$ cat config.mk
export PLATFORM = sky130hd
export DESIGN_NAME = inst_stream_encoder_flat
export DESIGN_NICKNAME = d
export VERILOG_FILES = /design/src/rtl/inst_stream_encoder_if.sv /design/src/rtl/inst_stream_encoder.sv /design/src/flat_wrapper.sv
export SDC_FILE = /design/constraint.sdc
export NUM_CORES = 1
export LEC_CHECK = 0
export ABC_AREA = 1
export BUFFER_PORTS_ARGS = -buffer_cell sky130_fd_sc_hd__buf_2
export CORE_MARGIN = 2
export CORE_UTILIZATION = 50
export DETAILED_ROUTE_END_ITERATION = 16
export HOLD_SLACK_MARGIN = 0.1
export PLACE_DENSITY_LB_ADDON = 0.3
export SKIP_LAST_GASP = 1
export SYNTH_ARGS = -nofsm -noshare
export SYNTH_HDL_FRONTEND = slang
export SYNTH_SLANG_ARGS = --single-unit
$ cat constraint.sdc
create_clock -name clk_i -period 4.23 [get_ports clk_i]
set_clock_uncertainty 0.2 [all_clocks]
set_input_delay 0 -clock clk_i [delete_from_list [all_inputs] [get_ports clk_i]]
set_output_delay 0 -clock clk_i [all_outputs]
set_load 0.02 [all_outputs]
$ cat src/rtl/inst_stream_encoder_if.sv
// Request, instruction-memory write and status signals between a program loader
// and inst_stream_encoder.
interface inst_stream_encoder_if #(
    parameter int unsigned ADDR_W = 32
);
    logic              start;
    logic              in_valid;
    logic              in_ready;
    logic [3:0]        in_class;
    logic [4:0]        in_rs;
    logic [4:0]        in_rt;
    logic [4:0]        in_rd;
    logic [5:0]        in_func;
    logic [15:0]       in_imm;
    logic [25:0]       in_target;
    logic              im_we;
    logic [ADDR_W-1:0] im_addr;
    logic [31:0]       im_wdata;
    logic              busy;
    logic              done;
    logic              err;

    modport master (
        output start, in_valid, in_class, in_rs, in_rt, in_rd, in_func, in_imm, in_target,
        input  in_ready, im_we, im_addr, im_wdata, busy, done, err
    );

    modport slave (
        input  start, in_valid, in_class, in_rs, in_rt, in_rd, in_func, in_imm, in_target,
        output in_ready, im_we, im_addr, im_wdata, busy, done, err
    );
endinterface

$ cat src/rtl/inst_stream_encoder.sv
// Encodes field-level instruction requests into 32-bit MIPS words, buffers them in a
// small FIFO and writes them to instruction memory sequentially from BASE_ADDR.
//
// state   | meaning
// S_IDLE  | no session open, waiting for start
// S_LOAD  | accepting requests, writing out buffered words
// S_DRAIN | halt accepted, writing out remaining words
// S_DONE  | session finished (halt written or memory overflow)
module inst_stream_encoder #(
    parameter int unsigned       DEPTH     = 4,
    parameter int unsigned       ADDR_W    = 32,
    parameter logic [ADDR_W-1:0] BASE_ADDR = '0,
    parameter int unsigned       MEM_WORDS = 1024
) (
    input logic                  clk_i,
    input logic                  rst_ni,
    inst_stream_encoder_if.slave bus_if
);

    localparam int unsigned    PTR_W   = $clog2(DEPTH);
    localparam int unsigned    IDX_W   = $clog2(MEM_WORDS + 1);
    localparam logic [PTR_W:0] PTR_ONE = 1;
    localparam logic [IDX_W-1:0] IDX_ONE = 1;
    localparam logic [3:0]     CLS_HALT = 4'd9;

    typedef enum logic [1:0] {S_IDLE, S_LOAD, S_DRAIN, S_DONE} state_t;

    state_t            state_q, state_d;
    logic [31:0]       fifo_q [DEPTH];
    logic [PTR_W:0]    wr_ptr_q, wr_ptr_d;
    logic [PTR_W:0]    rd_ptr_q, rd_ptr_d;
    logic [IDX_W-1:0]  idx_q, idx_d;
    logic              err_q, err_d;
    logic              we_q, we_d;
    logic [ADDR_W-1:0] addr_q, addr_d;
    logic [31:0]       wdata_q, wdata_d;

    logic [31:0] enc_word;
    logic        legal;
    logic        full, empty, in_ready, accept, push, pop, ovf;

    always_comb begin
        enc_word = '0;
        legal    = 1'b1;
        case (bus_if.in_class)
            4'd0: enc_word = {6'b000000, bus_if.in_rs, bus_if.in_rt, bus_if.in_rd, 5'b0, bus_if.in_func};
            4'd1: enc_word = {6'b100011, bus_if.in_rs, bus_if.in_rt, bus_if.in_imm};
            4'd2: enc_word = {6'b101011, bus_if.in_rs, bus_if.in_rt, bus_if.in_imm};
            4'd3: enc_word = {6'b000100, bus_if.in_rs, bus_if.in_rt, bus_if.in_imm};
            4'd4: enc_word = {6'b001001, bus_if.in_rs, bus_if.in_rt, bus_if.in_imm};
            4'd5: enc_word = {6'b000010, bus_if.in_target};
            4'd6: enc_word = {6'b000011, bus_if.in_target};
            4'd7: enc_word = {6'b000110, bus_if.in_rs, 21'b0};
            4'd8: enc_word = {6'b001010, bus_if.in_rs, bus_if.in_rt, bus_if.in_imm};
            4'd9: enc_word = {6'b111111, 26'b0};
            default: legal = 1'b0;
        endcase
    end

    assign full     = (wr_ptr_q[PTR_W] != rd_ptr_q[PTR_W]) &&
                      (wr_ptr_q[PTR_W-1:0] == rd_ptr_q[PTR_W-1:0]);
    assign empty    = (wr_ptr_q == rd_ptr_q);
    assign in_ready = (state_q == S_LOAD) && !full;
    assign accept   = bus_if.in_valid && in_ready;
    assign push     = accept && legal;
    assign pop      = ((state_q == S_LOAD) || (state_q == S_DRAIN)) && !empty;
    assign ovf      = pop && (idx_q == IDX_W'(MEM_WORDS));

    always_comb begin
        state_d  = state_q;
        wr_ptr_d = wr_ptr_q;
        rd_ptr_d = rd_ptr_q;
        idx_d    = idx_q;
        err_d    = err_q;
        we_d     = 1'b0;
        addr_d   = addr_q;
        wdata_d  = wdata_q;

        case (state_q)
            S_IDLE, S_DONE: begin
                if (bus_if.start) begin
                    state_d  = S_LOAD;
                    err_d    = 1'b0;
                    wr_ptr_d = '0;
                    rd_ptr_d = '0;
                    idx_d    = '0;
                end
            end
            S_LOAD: begin
                if (accept && (bus_if.in_class == CLS_HALT)) state_d = S_DRAIN;
            end
            S_DRAIN: begin
                if (empty && !we_q) state_d = S_DONE;
            end
            default: state_d = S_IDLE;
        endcase

        if (accept) begin
            if (legal) wr_ptr_d = wr_ptr_q + PTR_ONE;
            else       err_d    = 1'b1;
        end

        // Overflow discards everything buffered, including a word pushed this cycle.
        if (ovf) begin
            err_d    = 1'b1;
            rd_ptr_d = wr_ptr_q;
            wr_ptr_d = wr_ptr_q;
            state_d  = S_DONE;
        end else if (pop) begin
            rd_ptr_d = rd_ptr_q + PTR_ONE;
            we_d     = 1'b1;
            addr_d   = BASE_ADDR + (ADDR_W'(idx_q) << 2);
            wdata_d  = fifo_q[rd_ptr_q[PTR_W-1:0]];
            idx_d    = idx_q + IDX_ONE;
        end
    end

    always_ff @(posedge clk_i or negedge rst_ni) begin
        if (!rst_ni) begin
            state_q  <= S_IDLE;
            wr_ptr_q <= '0;
            rd_ptr_q <= '0;
            idx_q    <= '0;
            err_q    <= 1'b0;
            we_q     <= 1'b0;
            addr_q   <= BASE_ADDR;
            wdata_q  <= '0;
        end else begin
            state_q  <= state_d;
            wr_ptr_q <= wr_ptr_d;
            rd_ptr_q <= rd_ptr_d;
            idx_q    <= idx_d;
            err_q    <= err_d;
            we_q     <= we_d;
            addr_q   <= addr_d;
            wdata_q  <= wdata_d;
        end
    end

    // Storage needs no reset; occupancy is defined by the pointers alone.
    always_ff @(posedge clk_i) begin
        if (push) fifo_q[wr_ptr_q[PTR_W-1:0]] <= enc_word;
    end

    assign bus_if.in_ready = in_ready;
    assign bus_if.im_we    = we_q;
    assign bus_if.im_addr  = addr_q;
    assign bus_if.im_wdata = wdata_q;
    assign bus_if.busy     = (state_q == S_LOAD) || (state_q == S_DRAIN);
    assign bus_if.done     = (state_q == S_DONE);
    assign bus_if.err      = err_q;

endmodule

$ cat src/flat_wrapper.sv
// flat-port wrapper written by rule: the top's interface ports become plain ports
module inst_stream_encoder_flat 
#(
    parameter int unsigned       DEPTH     = 4,
    parameter int unsigned       ADDR_W    = 32,
    parameter logic [ADDR_W-1:0] BASE_ADDR = '0,
    parameter int unsigned       MEM_WORDS = 1024
)
  (clk_i, rst_ni, bus_if_start, bus_if_in_valid, bus_if_in_class, bus_if_in_rs, bus_if_in_rt, bus_if_in_rd, bus_if_in_func, bus_if_in_imm, bus_if_in_target, bus_if_in_ready, bus_if_im_we, bus_if_im_addr, bus_if_im_wdata, bus_if_busy, bus_if_done, bus_if_err);
  inst_stream_encoder_if #(.ADDR_W(ADDR_W)) bus_if_i ();
  input logic clk_i;
  input logic rst_ni;
  input wire logic [$bits(bus_if_i.start)-1:0] bus_if_start;
  input wire logic [$bits(bus_if_i.in_valid)-1:0] bus_if_in_valid;
  input wire logic [$bits(bus_if_i.in_class)-1:0] bus_if_in_class;
  input wire logic [$bits(bus_if_i.in_rs)-1:0] bus_if_in_rs;
  input wire logic [$bits(bus_if_i.in_rt)-1:0] bus_if_in_rt;
  input wire logic [$bits(bus_if_i.in_rd)-1:0] bus_if_in_rd;
  input wire logic [$bits(bus_if_i.in_func)-1:0] bus_if_in_func;
  input wire logic [$bits(bus_if_i.in_imm)-1:0] bus_if_in_imm;
  input wire logic [$bits(bus_if_i.in_target)-1:0] bus_if_in_target;
  output wire logic [$bits(bus_if_i.in_ready)-1:0] bus_if_in_ready;
  output wire logic [$bits(bus_if_i.im_we)-1:0] bus_if_im_we;
  output wire logic [$bits(bus_if_i.im_addr)-1:0] bus_if_im_addr;
  output wire logic [$bits(bus_if_i.im_wdata)-1:0] bus_if_im_wdata;
  output wire logic [$bits(bus_if_i.busy)-1:0] bus_if_busy;
  output wire logic [$bits(bus_if_i.done)-1:0] bus_if_done;
  output wire logic [$bits(bus_if_i.err)-1:0] bus_if_err;
  assign bus_if_i.start = bus_if_start;
  assign bus_if_i.in_valid = bus_if_in_valid;
  assign bus_if_i.in_class = bus_if_in_class;
  assign bus_if_i.in_rs = bus_if_in_rs;
  assign bus_if_i.in_rt = bus_if_in_rt;
  assign bus_if_i.in_rd = bus_if_in_rd;
  assign bus_if_i.in_func = bus_if_in_func;
  assign bus_if_i.in_imm = bus_if_in_imm;
  assign bus_if_i.in_target = bus_if_in_target;
  assign bus_if_in_ready = bus_if_i.in_ready;
  assign bus_if_im_we = bus_if_i.im_we;
  assign bus_if_im_addr = bus_if_i.im_addr;
  assign bus_if_im_wdata = bus_if_i.im_wdata;
  assign bus_if_busy = bus_if_i.busy;
  assign bus_if_done = bus_if_i.done;
  assign bus_if_err = bus_if_i.err;
  inst_stream_encoder #(.DEPTH(DEPTH), .ADDR_W(ADDR_W), .BASE_ADDR(BASE_ADDR), .MEM_WORDS(MEM_WORDS)) u_core (.clk_i(clk_i), .rst_ni(rst_ni), .bus_if(bus_if_i));
endmodule
Word level (Yosys, flattened, before mapping)
Memories as Yosys holds them, arrays and structs flattened. A register that Yosys moved wholly into a read port is not among the register bits.
Cells that the tools add are included.
{"block": "classes", "n_addsub": 3, "n_eq_ne": 19, "n_mux": 28, "bitwise_logic": 1, "reduce_logical": 22}
{"op": "$pmux 32 s10", "count": 1}
{"op": "$mux 11", "count": 4}
{"op": "$mux 3", "count": 8}
{"op": "$eq 4x3->1 const B", "count": 4}
{"op": "$add 11x1->11 const B", "count": 1}
{"op": "$eq 11x11->1 const B", "count": 1}
{"op": "$mux 1", "count": 10}
{"op": "$reduce_or 10->1", "count": 1}
{"op": "$ne 3x2->1 const B", "count": 3}
{"op": "$eq 4x2->1 const B", "count": 2}
{"op": "$eq 4x4->1 const B", "count": 2}
{"op": "$logic_and 1x1->1", "count": 8}
{"op": "$mux 2", "count": 4}
{"op": "$add 3x1->3 const B", "count": 2}
{"op": "$pmux 2 s3", "count": 1}
{"op": "$reduce_bool 3->1", "count": 2}
{"op": "$eq 2x2->1 const B", "count": 2}
{"op": "$eq 4x1->1 const B", "count": 1}
{"op": "$logic_not 1->1", "count": 4}
{"op": "$logic_not 4->1", "count": 1}
{"op": "$reduce_and 2->1", "count": 2}
{"op": "$eq 3x3->1", "count": 1}
{"op": "$reduce_and 3->1", "count": 1}
{"op": "$eq 2x1->1 const B", "count": 1}
{"op": "6 further kinds", "count": 6}
{"block": "totals", "reg_bits": 32, "mem_bits_rw": 128, "input_bits": 71, "out_inout_bits": 69, "word_cells": 81, "memories": 1}
{"memory": "u_core.fifo_q", "words": 4, "word_bits": 32, "read_ports": 1, "rd_ports_with_merged_regs": 1, "wr": 1, "line": "inst_stream_encoder.sv:29", "source": "logic [31:0] fifo_q [DEPTH];"}

Depth between registers and ports, before layout
Gate-level depths: netlist of the first run.
{"block": "logic_depth", "ltp_word": 9, "mapped_depth": 12, "depth_no_buf": 11}

Worst setup path before layout of the first run
Ideal clock, no wire load.
{"block": "synth_path", "kind": "register -> register", "from": "register u_core.wr_ptr_q[0]", "to": "memory u_core.fifo_q[0][0], enable pin", "setup_ns": 0.421, "t_arrival_ns": 2.439, "t_required_ns": 3.609, "path_slack_ns": 1.170, "path_stages_with_launch": 9, "n_path_buf": 0, "period_less_slack_ns": 3.060, "path_cell_list": "dfrtp_1 -> inv_2 -> nand2_1 -> nand2_1 -> nand3_1 -> nand3_1 -> inv_1 -> nand2_1 -> nor2_1"}
{"block": "synth_via", "elab_chain_len": 8}
{"element": "from (decl)", "line": "inst_stream_encoder.sv:30", "source": "logic [PTR_W:0] wr_ptr_q, wr_ptr_d;"}
{"element": "from (signal assigned)", "line": "inst_stream_encoder.sv:130", "source": "wr_ptr_q <= wr_ptr_d;"}
{"element": "$eq 2x2->1", "line": "inst_stream_encoder.sv:61", "source": "(wr_ptr_q[PTR_W-1:0] == rd_ptr_q[PTR_W-1:0]);"}
{"element": "$logic_and 1x1->1", "line": "inst_stream_encoder.sv:60", "source": "assign full = (wr_ptr_q[PTR_W] != rd_ptr_q[PTR_W]) &&"}
{"element": "$logic_not 1->1", "line": "inst_stream_encoder.sv:63", "source": "assign in_ready = (state_q == S_LOAD) && !full;"}
{"element": "$logic_and 1x1->1", "line": "inst_stream_encoder.sv:63"}
{"element": "$logic_and 1x1->1", "line": "inst_stream_encoder.sv:64", "source": "assign accept = bus_if.in_valid && in_ready;"}
{"element": "$logic_and 1x1->1", "line": "inst_stream_encoder.sv:65", "source": "assign push = accept && legal;"}
{"element": "$mux 1", "line": "inst_stream_encoder.sv:142", "source": "if (push) fifo_q[wr_ptr_q[PTR_W-1:0]] <= enc_word;"}
{"element": "$mux 1 (not written as such)", "line": "inst_stream_encoder.sv:142"}
{"element": "to (decl)", "line": "inst_stream_encoder.sv:29"}
Several ways; a longest one is shown, not always the timed one.

Worst setup path in the final report of the first run
{"block": "layout_path", "from": "input port bus_if_in_class[1]", "to": "memory u_core.fifo_q[3][23], data pin"}
{"block": "layout_via", "elab_chain_len": 2, "word_cells_on_any_way": 11, "classes_between": "eq/ne: 9; mux: 1; reduce/logical: 1"}
{"element": "from (decl)", "line": "flat_wrapper.sv:15", "source": "input wire logic [$bits(bus_if_i.in_class)-1:0] bus_if_in_class;"}
{"element": "$eq 4x4->1, or another cell as far along", "line": "inst_stream_encoder.sv:45", "source": "case (bus_if.in_class)"}
{"element": "$pmux 32 s10 (*)", "line": "inst_stream_encoder.sv:45"}
{"element": "via u_core.enc_word[23]", "line": "inst_stream_encoder.sv:38", "source": "logic [31:0] enc_word;"}
The timed path passes the listed nets; every way through them passes the cells marked *.

==> results.yml, run 1 <==
timing:
  setup_tns_ps: 0
  drv_slew: 0
  slew_headroom: 0.305
  period_share: 0.752
  grt_setup_unrepaired: "no"
  hold_viol: 0
  setup_viol: 0
  finalCriticalPeriod_ps: 3180
  fmax_mhz: 315
  worst_pin_slew_ps: 1040
clocking:
  htree_levels: 4
  clkTransAtPathRegs_ps: 70
  cts_buffers: 17
  clkSinkCount: 192
  insertion_delay_ps: 440
  cts.path.max_buffers: 2
  root_buffer: "clkbuf_16"
  hold_buffers: 67
  postCtsSetupBuffers: 0
  cts_tree: "built"
  cts_resized: 0
logic_synthesis:
  syn-cell-area_um2: 8410
  netlist-cell-type-count: 35
  synth_area_leaders: "edfxtp_1 (46%), dfrtp_1 (19%), nand2_1 (10%)"
  synth-seq-area-share: 0.647
  synthCells: 821
  synth_area_per_cell_um2: 10.2
  yosysTopAreaCell: "edfxtp_1"
  synth_top_area_frac: 0.457
  yosysWarnings: 0
  synth-seq-cells: 192
final_layout:
  fin_util: 0.627
  fin_cells: 1230
  syn_to_final_growth_pct: 23.2
  nets: 1078
  fillers: 1272
  drive_gt1_frac: 0.174
  n_antenna_cell: 0
floorplanning:
  die-area_um2: 17900
  core_area_um2: 16500
  fp-row-count: 47
  die_x_um: 134
  die_y_um: 134
  start_util: 0.509
  ioPinCount: 140
route:
  drc: 0
  vias: 6359
  first_iter_violations: 395
  drtPass1Iterations: 5
  final_antenna_net_count: 0
  drt_wl_total_um: 18600
  post_drt_wl_per_cell_um: 15.1
  vias_per_cell: 5.17
power:
  leakage_nw: 4.49
  power_switching_mw: 2.78
  sw_frac_of_total: 0.409
  p_int_mw: 4.02
  ir_drop_uv: 527
  seq_power_share: 0.378
  powerDensity_nw_per_um2: 656
  p_clk_frac: 0.229
  power.total_mw: 6.80
  p_comb_frac: 0.392
worst_hold_path:
  hold_class: "reg -> reg"
  hold_start: "u_core.bus_if.im_wdata[3]"
  hold_depth: 2
  whs_endpoint: "u_core.bus_if.im_wdata[3]"
critical_path:
  worst-setup-path-type: "in -> reg"
  rrSetupSlack_ps: 1390
  cp_slowest_stage_delay_ps: 620
  cpMaxStageDelayCell: "dlygate4sd3_1"
  cp_data_arrival_time_ps: 3140
  crit_fanout: 6
  regToRegEndpoint: "u_core.fifo_q[1][16]"
  end_kind: "register"
  path_cells: "dlygate4sd3_1 -> buf_2 -> nor2_1 -> inv_1 -> nor2_1 -> nor3_2 -> o21ai_1 -> nand2_1 -> dlygate4sd3_1 -> nand2_1 -> dlygate4sd3_1"
  timing.rr.start: "u_core.wr_ptr_q[0]"
  cp.required_ps: 4190
  worst-r2r-cell-count: 8
  worstSetupStartpointType: "primary input"
  cpMostUsedCell: "dlygate4sd3_1"
place:
  place_hpwl_um: 11200
  globalplace.congestion: 0.854
  io_buffers: 118
  placed_cells_incl_taps: 1131
job:
  max-cap-violations: 0
global_routing:
  grt_antenna_before_repair: 0
  grt_pass1_vias: 6077
  grt_first_pass_wirelength_um: 29700
  gr-total-overflow: 0
  gr-usage-all-layers: 0.214
  grt_max_degree: 67
status:
  status: "finished clean"
cells in the mapped netlist, drive strengths merged:
cell and count:
nand3 21, a211oi 1, inv 48, a22oi 8, conb 1, nand4 4
o22ai 33, o31ai 2, o211ai 4, o21ai 97, a22o 5, nand2 229
xnor2 1, a31oi 1, nor2 93, o21bai 1, dfrtp 64, buf 36
xor2 3, nor3 8, edfxtp 128, a21oi 3, ha 10, clkbuf 19
clkinv 1
flip-flops by register name (all words and copies together) (netlist names):
name,count
u_core.wr_ptr_q,3
u_core.bus_if.im_wdata,32
u_core.fifo_q,128
u_core.state_q,2
u_core.bus_if.im_we,1
u_core.idx_q,11
u_core.bus_if.err,1
u_core.bus_if.im_addr,11
u_core.rd_ptr_q,3
cell families after synthesis:
logic type	count (synthesis)	share of synthesized area
xor+xnor	4	0.00417
buf+inv	104	0.0608
other cells	1	0.000446
simple gates	355	0.168
compound gates	155	0.105
flops	192	0.647
fa+ha+maj	10	0.0149
per-stage QoR:
step / hold WS [ps] / worst slack, ps / area, µm²
after floorplan: -496 / 1170 / 8490
after global placement: -60.8 / 1450 / 9110
after detailed placement: -61.7 / 1370 / 9110
after CTS: 246 / 1130 / 10400
after global routing: 276 / 897 / 10400
final: 267 / 1050 / 10400
per-layer routing:
metal  global-route usage  up-vias  wire length, µm
li1                     -     3107                -
met1                0.273     2975             7930
met2                0.365      254             9250
met3               0.0498       23             1170
met4               0.0686        0              264
met5                    0        -                0
power groups by stage:
stage          clock network (mW)  registers [mW]  logic (mW)
4_1_cts                      1.58            2.57        2.69
6_report                     1.56            2.57        2.67
3_5_place_dp                    0            2.61        2.61
2_1_floorplan                   0            2.82        1.71
5_1_grt                      1.65            2.61        3.02
3_3_place_gp                    0            2.61        2.57
critical path, delay by kind of cell:
| kind | cells | cell delay [ps] |
|---|---|---|
| buf+inv | 5 | 2000 |
| compound gates | 1 | 290 |
| simple gates | 5 | 850 |
area by class of cell:
type,instances,area (µm²),area share
inverters,49,184,0.0177
well taps,220,275,0.0266
clock inverters,15,150,0.0145
flip-flops and latches,192,5450,0.526
clock buffers,17,425,0.0410
repair buffers,192,1320,0.128
multi-input cells,545,2560,0.247
how the worst max path moves through the flow:
stage                        from  cells past startpoint                   end  slack [ps]
3_5_place_dp   u_core.wr_ptr_q[0]                      8  u_core.fifo_q[1][20]        1370
4_1_cts        bus_if_in_class[1]                     11  u_core.fifo_q[1][22]        1130
2_1_floorplan  u_core.wr_ptr_q[0]                      8   u_core.fifo_q[0][0]        1170
3_3_place_gp   u_core.wr_ptr_q[0]                      8  u_core.fifo_q[1][20]        1450
5_1_grt        bus_if_in_class[1]                     11  u_core.fifo_q[2][22]         900
6_report       bus_if_in_class[1]                     11  u_core.fifo_q[3][23]        1050
cell usage in the layout (no fill, tap or decap), drive strengths merged:
cell type,count
bufinv,1
a21oi,3
edfxtp,128
a22o,5
dfrtp,64
clkbuf,17
xnor2,1
nand4,4
a31oi,1
o22ai,33
xor2,3
nor2,93
a22oi,8
dlygate4sd3,66
buf,126
clkinvlp,1
o21bai,1
clkinv,7
conb,21
o31ai,2
a211oi,1
inv,55
nand2,229
nand3,21
o211ai,4
ha,10
nor3,8
o21ai,97
(Power assumes the default switching activity.)
==> run 2, diff against run 1 <==
clock period = 3.03 ns   (was 4.23 ns; I/O delays follow)
==> results.yml, run 2 (synthesis gave the netlist of run 1 again) <==
global_routing:
  grt_antenna_before_repair: 0
  grt_pass1_vias: 6234
  grt_max_degree: 66
  gr-total-overflow: 0
  grt_first_pass_wirelength_um: 31800
  gr-usage-all-layers: 0.231
critical_path:
  cp.required_ps: 2970
  crit_fanout: 21
  path_cells: "buf_2 -> dlygate4sd3_1 -> nor2_1 -> nor2_1 -> dlygate4sd3_1 -> inv_1 -> nand2_1 -> nor2_4 -> buf_12"
  worst-setup-path-type: "in -> reg"
  cpMaxStageDelayCell: "dlygate4sd3_1"
  critical-path-top-delay-family: "buffers and inverters"
  end_kind: "register"
  cp_slowest_stage_delay_ps: 610
  worstSetupStartpointType: "primary input"
  cp_data_arrival_time_ps: 2830
  cp_num_buf_inv: 5
clocking:
  postCtsSetupBuffers: 0
  insertion_delay_ps: 430
  root_buffer: "clkbuf_16"
  htree_levels: 4
  clkTransAtPathRegs_ps: 70
  clkSinkCount: 192
  cts.path.max_buffers: 2
  cts_buffers: 17
  cts_tree: "built"
timing:
  fmax_mhz: 345
  period_share: 0.955
  holdWs_ps: 241
  drv_slew: 0
  slew_headroom: 0.292
  finalCriticalPeriod_ps: 2890
  setup_viol: 0
  setup_tns_ps: 0
  hold_viol: 0
  finalWorstSetupSlack_ps: 135
  grt_setup_unrepaired: "no"
  worst_pin_slew_ps: 1060
floorplanning:
  core_area_um2: 16500
  ioPinCount: 140
  fp-row-count: 47
  start_util: 0.509
  die-area_um2: 17900
  die_x_um: 134
  die_y_um: 134
final_layout:
  largest_register_ffs: 128
  fin_util: 0.639
  final_cell_mix: "nand2_1 (227), edfxtp_1 (128), buf_2 (118), nor2_1 (87), o21ai_0 (83)"
  fin_area_um2: 10600
  final_common_cell: "nand2_1"
  n_antenna_cell: 0
  fin_cells: 1245
  fillers: 1295
  syn_to_final_growth_pct: 25.6
  nets: 1093
  drive_gt1_frac: 0.181
place:
  globalplace.congestion: 0.841
  place_hpwl_um: 12200
  dpl_worst_slack_ps: -89.7
  place_area_um2: 9230
  io_buffers: 118
  placed_cells_incl_taps: 1140
power:
  ir_drop_uv: 526
  power.total_mw: 9.80
  leakage_nw: 4.58
  powerDensity_nw_per_um2: 928
route:
  drc: 0
  drt_wl_total_um: 19800
  vias_per_cell: 5.22
  first_iter_violations: 425
  final_antenna_net_count: 0
  drtPass1Iterations: 5
  vias: 6505
  post_drt_wl_per_cell_um: 15.9
job:
  max-cap-violations: 0
worst_hold_path:
  hold_class: "in -> reg"
status:
  status: "finished clean"
[run 2: cell types whose count changed in the layout (fill, tap and decap cells not counted), sizes merged]
cell / change
buf: +9
bufinv: +1
clkbuf: +2
clkinv: -2
clkinvlp: +1
dlygate4sd3: +5
inv: -2
nor2: +1
[run 2: power by group]
part	total (mW)	switching (mW)	internal (mW)
registers	3.63	0.290	3.34
clock network	2.25	0.996	1.26
logic	3.92	2.71	1.22
total	9.80	3.99	5.81
[run 2: per-layer routing]
layer	GRT usage	wire length (µm)	vias to the layer above
met5	0	0	-
met4	0.0863	386	0
met3	0.0491	1200	35
met2	0.385	9690	241
met1	0.301	8570	3091
li1	-	-	3138
[run 2: final timing paths]
check,startpoint,endpoint,slack [ps],depth (start not counted)
setup / recovery,bus_if_in_class[1],u_core.fifo_q[0][12],140,9
hold / removal,bus_if_in_class[1],u_core.fifo_q[2][29],240,6
setup reg to reg,u_core.state_q[0],u_core.bus_if.im_wdata[16],190,9
hold reg to reg,u_core.bus_if.im_wdata[29],u_core.bus_if.im_wdata[29],260,2
max in group asynchronous,rst_ni,u_core.bus_if.im_wdata[13],1900,4
min in group asynchronous,rst_ni,u_core.bus_if.im_wdata[29],480,4
[run 2: area by class of cell]
cell class | count | area, µm² | share of cell area
Multi-Input combinational cell | 546 | 2570 | 0.243
Sequential cell | 192 | 5450 | 0.516
Clock buffer | 19 | 443 | 0.0419
Timing Repair Buffer | 206 | 1490 | 0.141
Tap cell | 220 | 275 | 0.0261
Clock inverter | 13 | 153 | 0.0144
Inverter | 49 | 184 | 0.0174
[run 2: what timing repair did]
action,4_1_cts,5_1_grt
setup endpoints to repair,31,22
cloned,1,0
endpoints found under the hold margin,209,0
gates resized for setup,0,1
hold buffers,72,0
pin swaps,1,2
[run 2: worst min-delay path, cell delays in order]
cell and delay, ps:
buf_2 110, nor2_1 80, inv_1 130, nor2_1 110, a31oi_1 160, a21oi_1 120
